**src/rtl/sensor_cond.sv**
```systemverilog
// sensor_cond: per-bit sensor debounce, per-approach request latching,
// wait-time aging and oldest-approach selection for the light sequencer.
// Optional feature macro: SENSOR_DEBOUNCE_EN (defined = debounce filter,
// undefined = plain 1-edge register of the raw sensors).
module sensor_cond #(
   parameter int unsigned DEB_CYCLES = 4
) (
   input  logic       clk,
   input  logic       rst,
   input  logic [7:0] sensor_light,
   input  logic [3:0] clr,
   output logic [7:0] sensor_filt,
   output logic [3:0] req,
   output logic       any_req,
   output logic [1:0] oldest_dir
);

   localparam int unsigned NS = 8;   // sensor bits
   localparam int unsigned ND = 4;   // approaches
   localparam int unsigned WW = 8;   // wait counter width
   localparam logic [WW-1:0] WAIT_MAX = '1;

   // Reject out-of-range debounce lengths at elaboration
   if (DEB_CYCLES < 2 || DEB_CYCLES > 15) begin : g_deb_range
      $error("sensor_cond: DEB_CYCLES must be in 2..15");
   end

   logic [WW-1:0] wait_cnt [ND];
   logic [3:0]    src;

`ifdef SENSOR_DEBOUNCE_EN
   localparam int unsigned CW = 4;
   localparam logic [CW-1:0] CNT_LAST = CW'(DEB_CYCLES - 1);

   logic [CW-1:0] cnt [NS];

   // Debounce: a bit must disagree for DEB_CYCLES consecutive edges to flip
   always_ff @(posedge clk or posedge rst) begin
      if (rst) begin
         sensor_filt <= '0;
         for (int i = 0; i < NS; i++) cnt[i] <= '0;
      end else begin
         for (int i = 0; i < NS; i++) begin
            if (sensor_light[i] == sensor_filt[i]) begin
               cnt[i] <= '0;
            end else if (cnt[i] == CNT_LAST) begin
               sensor_filt[i] <= sensor_light[i];
               cnt[i]         <= '0;
            end else begin
               cnt[i] <= cnt[i] + CW'(1);
            end
         end
      end
   end
`else
   // No filtering: raw sensors registered once
   always_ff @(posedge clk or posedge rst) begin
      if (rst) sensor_filt <= '0;
      else     sensor_filt <= sensor_light;
   end
`endif

   // Approach sources: N=filt[6], S=filt[4], E=filt[5], W=filt[7]
   assign src = {sensor_filt[6], sensor_filt[4], sensor_filt[5], sensor_filt[7]};

   // Request latch and saturating wait counter; clear wins over set
   always_ff @(posedge clk or posedge rst) begin
      if (rst) begin
         req <= '0;
         for (int d = 0; d < ND; d++) wait_cnt[d] <= '0;
      end else begin
         for (int d = 0; d < ND; d++) begin
            if (clr[d])      req[d] <= 1'b0;
            else if (src[d]) req[d] <= 1'b1;

            if (clr[d])
               wait_cnt[d] <= '0;
            else if (req[d] && wait_cnt[d] != WAIT_MAX)
               wait_cnt[d] <= wait_cnt[d] + WW'(1);
         end
      end
   end

   assign any_req = |req;

   // Oldest pending approach; scanning N first with strict '>' gives N>S>E>W on ties
   always_comb begin
      logic [1:0]    best;
      logic [WW-1:0] best_w;
      logic          found;
      best   = 2'd3;
      best_w = '0;
      found  = 1'b0;
      for (int d = ND - 1; d >= 0; d--) begin
         if (req[d] && (!found || wait_cnt[d] > best_w)) begin
            best   = 2'(d);
            best_w = wait_cnt[d];
            found  = 1'b1;
         end
      end
      oldest_dir = best;
   end

endmodule

```
**config.mk**
```make
export PLATFORM = sky130hd
export DESIGN_NAME = sensor_cond
export DESIGN_NICKNAME = d
export VERILOG_FILES = /design/src/rtl/sensor_cond.sv
export SDC_FILE = /design/constraint.sdc
export NUM_CORES = 1
export LEC_CHECK = 0
export ABC_AREA = 1
export CORE_UTILIZATION = 52
export CTS_CLUSTER_DIAMETER = 40
export CTS_CLUSTER_SIZE = 16
export DETAILED_ROUTE_END_ITERATION = 8
export PLACE_DENSITY = 0.77
export SLEW_MARGIN = 0
export SYNTH_ARGS = -nofsm -noshare
export SYNTH_HDL_FRONTEND = slang
export SYNTH_SLANG_ARGS = --single-unit
```
**constraint.sdc**
```tcl
create_clock -name clk -period 5 [get_ports clk]
set_input_delay 1.25 -clock clk [delete_from_list [all_inputs] [get_ports clk]]
set_output_delay 1.25 -clock clk [all_outputs]
set_load 0.005 [all_outputs]
```
## After elaboration in Yosys (flattened, before gate mapping)

Index checks and enable logic that the tools add are counted.
W data, S select, Z words.

- Add/subtract/negate cells: 4
- Magnitude comparators: 3
- Eq/ne operators: 4
- Muxes and demuxes: 25
- Reduce and logical (&&, ||, !) cells: 22

Operators with widths:

| cell | count |
|---|---|
| $mux W8 | 11 |
| $add A8 B1 Y8 const B | 4 |
| $ne A8 B8 Y1 const B | 4 |
| $gt A8 B8 Y1 | 3 |
| $reduce_bool A2 Y1 | 8 |
| $mux W1 | 12 |
| $logic_and A1 B1 Y1 | 7 |
| $mux W2 | 2 |
| $reduce_or A4 Y1 | 1 |
| $logic_not A1 Y1 | 3 |
| $logic_or A1 B1 Y1 | 3 |

- Bits in registers: 44
- Bits of input ports: 14
- Logic and storage cells: 67

## Depth between registers and ports, before layout

Gate-level depths: netlist of the first run.

- Depth in word-level cells: 13
- Gate-level depth with buffers: 40
- Depth with buffers taken out: 39

## Least setup slack after synthesis of the first run

Ideal clock, no wire load.

- Path type: reg-to-output
- Start: register req[3]
- End: output port oldest_dir[1]
- Arrival: 3702 ps
- Setup slack: 48 ps
- Cell stages (with the launch flop): 35
- Buffers on the path: 2
- Cell sequence: dfrtp_1 buf_2 nand2_1 ha_1 a21o_1 nor2_1 nand2_1 nand2_1 nand2_2 nand2_2 nand2_1 and2_1 ha_1 inv_1 nor2_1 o21ai_0 nand2_1 nand2_1 nand2_1 nand2_1 nand2_1 nand2_1 buf_2 nand3_1 nand2_1 ha_1 nand2_1 o21ai_0 nand2_1 nand2_1 nand2_1 a21oi_1 inv_1 nand2_1 inv_1

- Word-level cells in the longest chain between the ends: 13
- Elaborated cells between the ends (all ways): 20
- Classes of those cells: order compare (3); mux (8); reduce/logical (9)

RTL lines:

| what | line | text |
|---|---|---|
| from (decl) | 13 | `output logic [3:0] req,` |
| from (signal assigned) | 69 | `req <= '0;` |
| from (signal, indexed assignment) | 73 | `if (clr[d]) req[d] <= 1'b0;` |
| from (signal, indexed assignment) | 74 | `else if (src[d]) req[d] <= 1'b1;` |
| $mux W8 or $mux W1 (tied branches) | 95 | `if (req[d] && (!found \|\| wait_cnt[d] > best_w)) begin` |
| $gt A8 B8 Y1 or $logic_not A1 Y1 (tied branches) | 95 |  |
| $logic_or A1 B1 Y1 | 95 |  |
| $logic_and A1 B1 Y1 | 95 |  |
| $mux W8 or $mux W1 (tied branches) | 95 |  |
| $gt A8 B8 Y1 or $logic_not A1 Y1 (tied branches) | 95 |  |
| $logic_or A1 B1 Y1 | 95 |  |
| $logic_and A1 B1 Y1 | 95 |  |
| $mux W8 or $mux W1 (tied branches) | 95 |  |
| $gt A8 B8 Y1 or $logic_not A1 Y1 (tied branches) | 95 |  |
| $logic_or A1 B1 Y1 | 95 |  |
| $logic_and A1 B1 Y1 | 95 |  |
| $mux W2 * | 95 |  |
| to (decl) | 15 | `output logic [1:0] oldest_dir` |

Mark *: on every way between the ends. The rest lies on a longest branch, timed or not.

## Final worst setup path of the first run

- Start: register req[3]
- End: output port oldest_dir[0]

The elaborated chain is that of the path after synthesis.

==> results.py, run 1 <==
metrics = {
    "setup_path": {
        "required_ns": 3.75,
        "worstPathArrival_ns": 4.77,
        "cp_slowest_cell": "dfrtp_2",
        "endpoint_kind": "primary output",
        "startpoint_type": "flip-flop",
        "cp_max_fo": 8,
        "cpPeakStageDelay_ns": 0.45,
        "path_class": "reg2out",
        "cpMostUsedCell": "nand2_1",
    },
    "synthesis": {
        "syn_nets": 427,
        "ys_types": 29,
        "yosys.area.top_type": "dfrtp_1",
        "yosys_warnings": 0,
        "syn_area_per_cell_sq_um": 7.56,
        "synthCells": 385,
        "synth_fa_ha_area_frac": 0.120,
        "synth_xor_area_frac": 0.0180,
        "synth-async-reset-ratio": 1.00,
        "synth-simple-area-share": 0.309,
        "synth_top_family_by_area": "simple AND/OR/NAND/NOR gates",
        "ys_top_cells_by_area": "dfrtp_1, ha_1, nand2_1, inv_1, nand3_1",
        "synth_edf_count": 0,
        "ys_ff_latch": 44,
        "syn_area_sq_um": 2910,
        "synth-compound-area-share": 0.0945,
        "synth_flop_cell": "dfrtp_1",
        "synthMuxAreaShare": 0,
        "yosysTopAreaCellShare": 0.378,
        "ys_seq_area_frac": 0.378,
    },
    "clock_network": {
        "insertion_delay_ns": 0.32,
        "clock-sinks": 44,
        "cts_inserted_buffers": 5,
        "clk_root_buffer_cell": "clkbuf_8",
        "cts_buffer_depth": 2,
        "cts_tree": "built",
        "ctsHtreeMaxLevel": 2,
        "clkSlewWorstSetupHoldPaths_ns": 0.09,
    },
    "layout": {
        "final_cell_mix": "buf_4, nand2_1, inv_1, dfrtp_1, nor2_1",
        "nNetsFinal": 529,
        "layout-drive-gt1-share": 0.395,
        "diodes": 0,
        "final_area_sq_um": 4510,
        "final_common_cell": "buf_4",
        "area_delta_synth_final_pct": 54.9,
    },
    "floorplan": {
        "die_x_um": 76.8,
        "num_rows": 26,
        "coreArea_sq_um": 5240,
        "dieHeight_um": 76.8,
        "ios": 29,
        "start_util": 0.556,
        "die-area_sq_um": 5900,
    },
    "routing": {
        "drt-total-wl_mm": 11.4,
        "drt_pass1_iterations": 5,
        "ant_nets": 0,
        "drc": 0,
        "via_per_inst": 6.12,
        "wire_per_inst_um": 20.4,
        "vias": 3415,
        "drt_iter0_markers": 293,
    },
    "global_routing": {
        "grt_pass1_wl_mm": 15.7,
        "track_usage": 0.340,
        "grt_overflow_total": 0,
        "grt_pass1_vias": 3330,
        "antenna_found_initial": 0,
        "grt_max_degree": 45,
    },
    "pwr": {
        "irDropWorstVdd_mv": 0.188,
        "p_leak_nw": 2.16,
        "powerDensity_nw_per_um2": 206,
    },
    "placed_design": {
        "post-dp-hpwl_mm": 5.46,
        "place_congestion": 0.882,
        "dpl_cell_area_sq_um": 3640,
        "port_buffers": 28,
    },
    "outcome": {
        "violations": "negative setup slack",
        "outcome": "finished with violations",
    },
    "flow_run": {
        "cap_violations": 0,
    },
    "timing": {
        "fin_crit_sh": 1.20,
        "report.final.hold_viol_count": 0,
        "max_freq_mhz": 166,
        "fin_ws_ns": -1.02,
        "maxSlewHeadroom": 0.537,
        "hold_ws_ns": 0.503,
        "drv_slew": 0,
        "finalSetupViolCount": 2,
        "max_slew.worst_pin.slew_ns": 0.695,
        "period_needed_ns": 6.02,
        "fin_worst_skew_ns": 0.0115,
        "grt_setup_unrepaired": "yes",
    },
    "min_path": {
        "hp-class": "reg2reg",
    },
}
[worst max-delay path: cells and delay by family, from the launching register on]
| kind | cells | cell delay [ns] |
|---|---|---|
| buffers and inverters | 6 | 0.67 |
| and+or+nand+nor | 21 | 2.21 |
| AOI/OAI and AO/OA | 3 | 0.23 |
| DFF | 1 | 0.45 |
| adders and majority gates | 3 | 0.88 |
[stage by stage]
step	utilization	power [mW]	std cells	worst slack (ns)	setup TNS, ns
finish	0.861	0.929	558	-1.02	-1.97
global route	0.861	0.958	558	-1.13	-2.24
CTS	0.815	0.868	553	-0.427	-0.819
detailed placement	0.696	0.547	530	-0.633	-1.24
global placement	0.696	0.544	530	-0.566	-1.10
floorplan	-	0.474	385	0.0483	0
[path summary, 6_finish.rpt]
check	end	cells after the start	slack, ns	from
min in group asynchronous	wait_cnt[6]	3	1.38	rst
max in group asynchronous	req[3]	3	3.21	rst
max reg2reg	wait_cnt[13]	11	3.03	wait_cnt[9]
max	oldest_dir[0]	33	-1.02	req[3]
min reg2reg	req[0]	2	0.50	sensor_filt[7]
min	req[0]	2	0.50	sensor_filt[7]
[power by group]
part / switching (mW) / internal [mW] / leakage (nW)
Combinational: 0.145 / 0.119 / 1.52
Sequential: 0.0155 / 0.366 / 0.584
Clock: 0.135 / 0.149 / 0.0552
Total: 0.295 / 0.634 / 2.16
[flip-flops by register name (all words and copies together), names as in the netlist]
register     count
sensor_filt      8
req              4
wait_cnt        32
[Yosys cell counts (3+ instances only)]
cell / number
nand2_4: 3
nand3_1: 34
o31ai_1: 3
inv_1: 52
dfrtp_1: 44
nor2_1: 36
xor2_1: 5
o21ai_0: 19
ha_1: 28
nor3_2: 4
and2_1: 8
nor3_1: 9
a21oi_1: 26
nand2_2: 5
nand4_1: 5
nand2_1: 86
[cell type report]
class / count / area, sq um
clock buffer: 6 / 72.6
fill: 247 / 728
sequential: 44 / 1100
inverter: 56 / 218
tap: 70 / 87.6
clock inverter: 2 / 35.0
timing repair buffer: 99 / 826
multi-input combinational: 281 / 2170
[kinds of logic (layout without fill, tap and decap cells)]
| kind of cell | after synthesis | in the layout |
|---|---|---|
| buffers and inverters | 60 | 163 |
| and+or+nand+nor | 195 | 195 |
| adders and majority gates | 28 | 28 |
| AOI/OAI and AO/OA | 52 | 52 |
| DFF | 44 | 44 |
| xor gates and xnor gates | 6 | 6 |
[layer usage]
| metal | wire length, um | global-route usage |
|---|---|---|
| met1 | 4030 | 0.360 |
| met2 | 5630 | 0.604 |
| met3 | 869 | 0.0857 |
| met4 | 855 | 0.204 |
| met5 | 0 | 0 |
[what timing repair did]
item	in CTS	in global routing
buffers inserted	14	5
gates resized for setup	98	42
gates cloned	1	0
pin swaps	44	38
hold buffers	0	0
endpoints found under the setup margin	2	2
No activity file was read; power rests on OpenSTA's default activity.
==> run 2, diff against run 1 <==
- ABC_AREA: 1 -> 0
- CORE_UTILIZATION: 52 -> 51
- PLACE_DENSITY: 0.77 -> 0.76
==> run 2 against run 1 <==
  * The run still ends with negative setup slack left
  * Clock-buffer cell count unchanged
  * Core utilization fell by 17 points
  * Setup slack improved by 0.065 ns
  * Sequential share of layout area grew 6.7 points
  * Worst hold slack lost 0.0036 ns
  * Synthesized area down 7.2%
  * Via count shrank 34%
  * Non-clock buffer count decreased by 34
  * Global-route usage decreased by 10 points
  * Register-to-register slack worse by 0.11 ns
  * Sequential power is essentially flat
  * First-iteration DRC count is 67% lower
  * Largest cell class unchanged
  * Largest power group unchanged
  * Highest routed layer unchanged
==> results.py, run 2 <==
metrics = {
    "clock_network": {
        "cts_inserted_buffers": 5,
        "cts_tree": "built",
        "ctsHtreeMaxLevel": 2,
        "clkSlewWorstSetupHoldPaths_ns": 0.08,
        "cts_buffer_depth": 2,
        "insertion_delay_ns": 0.29,
        "clock-sinks": 44,
        "clk_root_buffer_cell": "clkbuf_8",
    },
    "layout": {
        "top_register": "wait_cnt",
        "layout.cells.non_filler": 412,
        "final_util": 0.693,
        "diodes": 0,
        "nNetsFinal": 384,
        "multi_input_area_sq_um": 1660,
        "largest_register_ff_count": 32,
        "final_common_cell": "dfrtp_1",
        "layout-drive-gt1-share": 0.231,
        "area_delta_synth_final_pct": 31.1,
        "final_cell_mix": "dfrtp_1, nor2_1, buf_4, clkdlybuf4s50_1, ha_1",
        "nFillCells": 417,
        "regArea_sq_um": 1100,
        "top_regs": "wait_cnt x32, sensor_filt x8, req x4",
    },
    "pwr": {
        "power.total_uw": 755,
        "powerDensity_nw_per_um2": 213,
        "p_leak_nw": 1.59,
        "irDropWorstVdd_mv": 0.119,
    },
    "synthesis": {
        "synth_most_common_cell": "dfrtp_1",
        "syn_area_sq_um": 2700,
        "synth_edf_count": 0,
        "synth_flop_cell": "dfrtp_1",
        "syn_nets": 318,
        "yosysTopAreaCellShare": 0.408,
        "ys_top_cells_by_area": "dfrtp_1, ha_1, nor2_1, xor2_1, mux2i_1",
        "ys_types": 39,
        "yosys_warnings": 0,
        "ys_seq_area_frac": 0.408,
        "ys_ff_latch": 44,
        "syn_area_per_cell_sq_um": 9.79,
        "yosys.area.top_type": "dfrtp_1",
        "synth_common_cells": "dfrtp_1, nor2_1, ha_1, nand2_1, xor2_1",
        "synth-async-reset-ratio": 1.00,
        "synthCells": 276,
    },
    "flow_run": {
        "cap_violations": 0,
    },
    "floorplan": {
        "coreArea_sq_um": 5110,
        "num_rows": 26,
        "dieHeight_um": 74.8,
        "start_util": 0.529,
        "die_x_um": 74.8,
        "die-area_sq_um": 5590,
        "ios": 29,
    },
    "routing": {
        "ant_nets": 0,
        "via_per_inst": 5.45,
        "drc": 0,
        "drt-total-wl_mm": 6.14,
        "wire_per_inst_um": 14.9,
        "vias": 2244,
        "drt_iter0_markers": 96,
        "drt_pass1_iterations": 5,
    },
    "timing": {
        "max_freq_mhz": 168,
        "report.final.hold_viol_count": 0,
        "finalSetupViolCount": 2,
        "grt_setup_unrepaired": "yes",
        "drv_slew": 0,
        "maxSlewHeadroom": 0.634,
        "fin_crit_sh": 1.19,
        "fin_worst_skew_ns": 0.00600,
        "max_slew.worst_pin.slew_ns": 0.549,
        "fin_ws_ns": -0.953,
        "period_needed_ns": 5.95,
    },
    "setup_path": {
        "reg2reg_to": "wait_cnt[13]",
        "path_class": "reg2out",
        "startpoint_type": "flip-flop",
        "endpoint_kind": "primary output",
        "required_ns": 3.75,
        "cp_max_fo": 7,
        "ff2ff_setup_slack_ns": 2.92,
        "worstPathArrival_ns": 4.70,
        "reg2reg_from": "wait_cnt[9]",
        "reg2regPathDepth": 8,
    },
    "placed_design": {
        "dp.cells": 399,
        "place_congestion": 0.868,
        "port_buffers": 28,
        "post-dp-hpwl_mm": 4.47,
    },
    "outcome": {
        "outcome": "finished with violations",
        "violations": "negative setup slack",
    },
    "global_routing": {
        "grt_max_degree": 45,
        "grt_pass1_vias": 2226,
        "grt_pass1_wl_mm": 9.93,
        "track_usage": 0.239,
        "grt_overflow_total": 0,
        "antenna_found_initial": 0,
    },
    "min_path": {
        "holdCritStartpoint": "sensor_filt[7]",
        "holdPathStages": 2,
        "hp-class": "reg2reg",
        "holdPathEnd": "req[0]",
    },
}
-- run 2: changes by cell type after synthesis, sizes merged, moves of 9 or more --
cell,previous run,this run
mux2i,0,10
nand2,94,20
inv,56,13
nor3,13,4
xor2,5,14
a21oi,26,11
nand3,34,7
-- run 2: logic make-up after synthesis --
| family | share of synthesized area |
|---|---|
| simple gates | 0.197 |
| compound gates | 0.122 |
| flops | 0.408 |
| fa+ha+maj | 0.130 |
| xor+xnor | 0.0746 |
| buf+inv | 0.0264 |
| mux | 0.0426 |
-- run 2: area by class of cell --
cell class | instances | area share
Clock buffer | 6 | 0.0205
Tap cell | 70 | 0.0247
Multi-Input combinational cell | 213 | 0.469
Clock inverter | 1 | 0.00141
Sequential cell | 44 | 0.311
Inverter | 13 | 0.0138
Timing Repair Buffer | 65 | 0.159
-- run 2: per-layer routing --
metal	track usage	vias to the layer above	share of wire
met4	0.0776	0	0.011
met3	0.0455	9	0.030
li1	-	1118	-
met1	0.278	1085	0.45
met2	0.440	32	0.51
met5	0	-	0
-- run 2: worst max path at each step --
| stage | slack, ns | depth (start not counted) | to | startpoint |
|---|---|---|---|---|
| global route | -1.11 | 24 | oldest_dir[1] | req[3] |
| finish | -0.95 | 25 | oldest_dir[1] | req[3] |
| CTS | -1.0 | 24 | oldest_dir[1] | req[3] |
| floorplan | -0.39 | 23 | oldest_dir[0] | req[3] |
| global placement | -1.0 | 23 | oldest_dir[1] | req[3] |
| detailed placement | -1.06 | 23 | oldest_dir[1] | req[3] |
-- run 2: critical path, stage by stage, from the launching register on --
cell and delay (ns):
dfrtp_2 0.46, buf_6 0.14, and2_4 0.13, ha_4 0.15, nor2b_2 0.14, o21ai_1 0.07
and4bb_2 0.25, o31a_4 0.37, a32o_1 0.26, inv_2 0.07, ha_4 0.19, a211oi_2 0.18
nor2_1 0.07, nor3_2 0.15, buf_4 0.14, a21oi_2 0.07, nand2_4 0.10, mux2i_1 0.20
ha_1 0.25, nor2b_1 0.13, o21a_1 0.16, o21a_1 0.17, o21ai_2 0.12, a31oi_2 0.12
a21oi_2 0.15, buf_2 0.13
-- run 2: report_power, final --
| group | switching [mW] | internal, mW |
|---|---|---|
| clock | 0.112 | 0.0950 |
| combinational | 0.0797 | 0.0896 |
| sequential | 0.0115 | 0.367 |
-- run 2: what timing repair did --
action	4_1_cts	5_1_grt
endpoints found under the setup margin	2	2
setup buffers	4	2
pin swaps	12	7
resized for setup	23	17
hold buffers	0	0
-- run 2: per-stage QoR --
| stage | hold slack (ns) | TNS (ns) | cell area, sq um | worst slack (ns) |
|---|---|---|---|---|
| 4_1_cts | 0.503 | -1.93 | 3460 | -0.995 |
| 5_1_grt | 0.556 | -2.21 | 3540 | -1.11 |
| 6_report | 0.500 | -1.90 | 3540 | -0.953 |
| 2_1_floorplan | 0.482 | -0.789 | 2740 | -0.395 |
| 3_3_place_gp | 0.469 | -1.93 | 3320 | -0.996 |
| 3_5_place_dp | 0.483 | -2.06 | 3320 | -1.06 |
==> run 3, diff against run 2 <==
- SKIP_LAST_GASP: unset -> 1
- SLEW_MARGIN: 0 -> 40
==> results of run 3 <==
Final layout, timing and power as in run 2 (identical DEF).
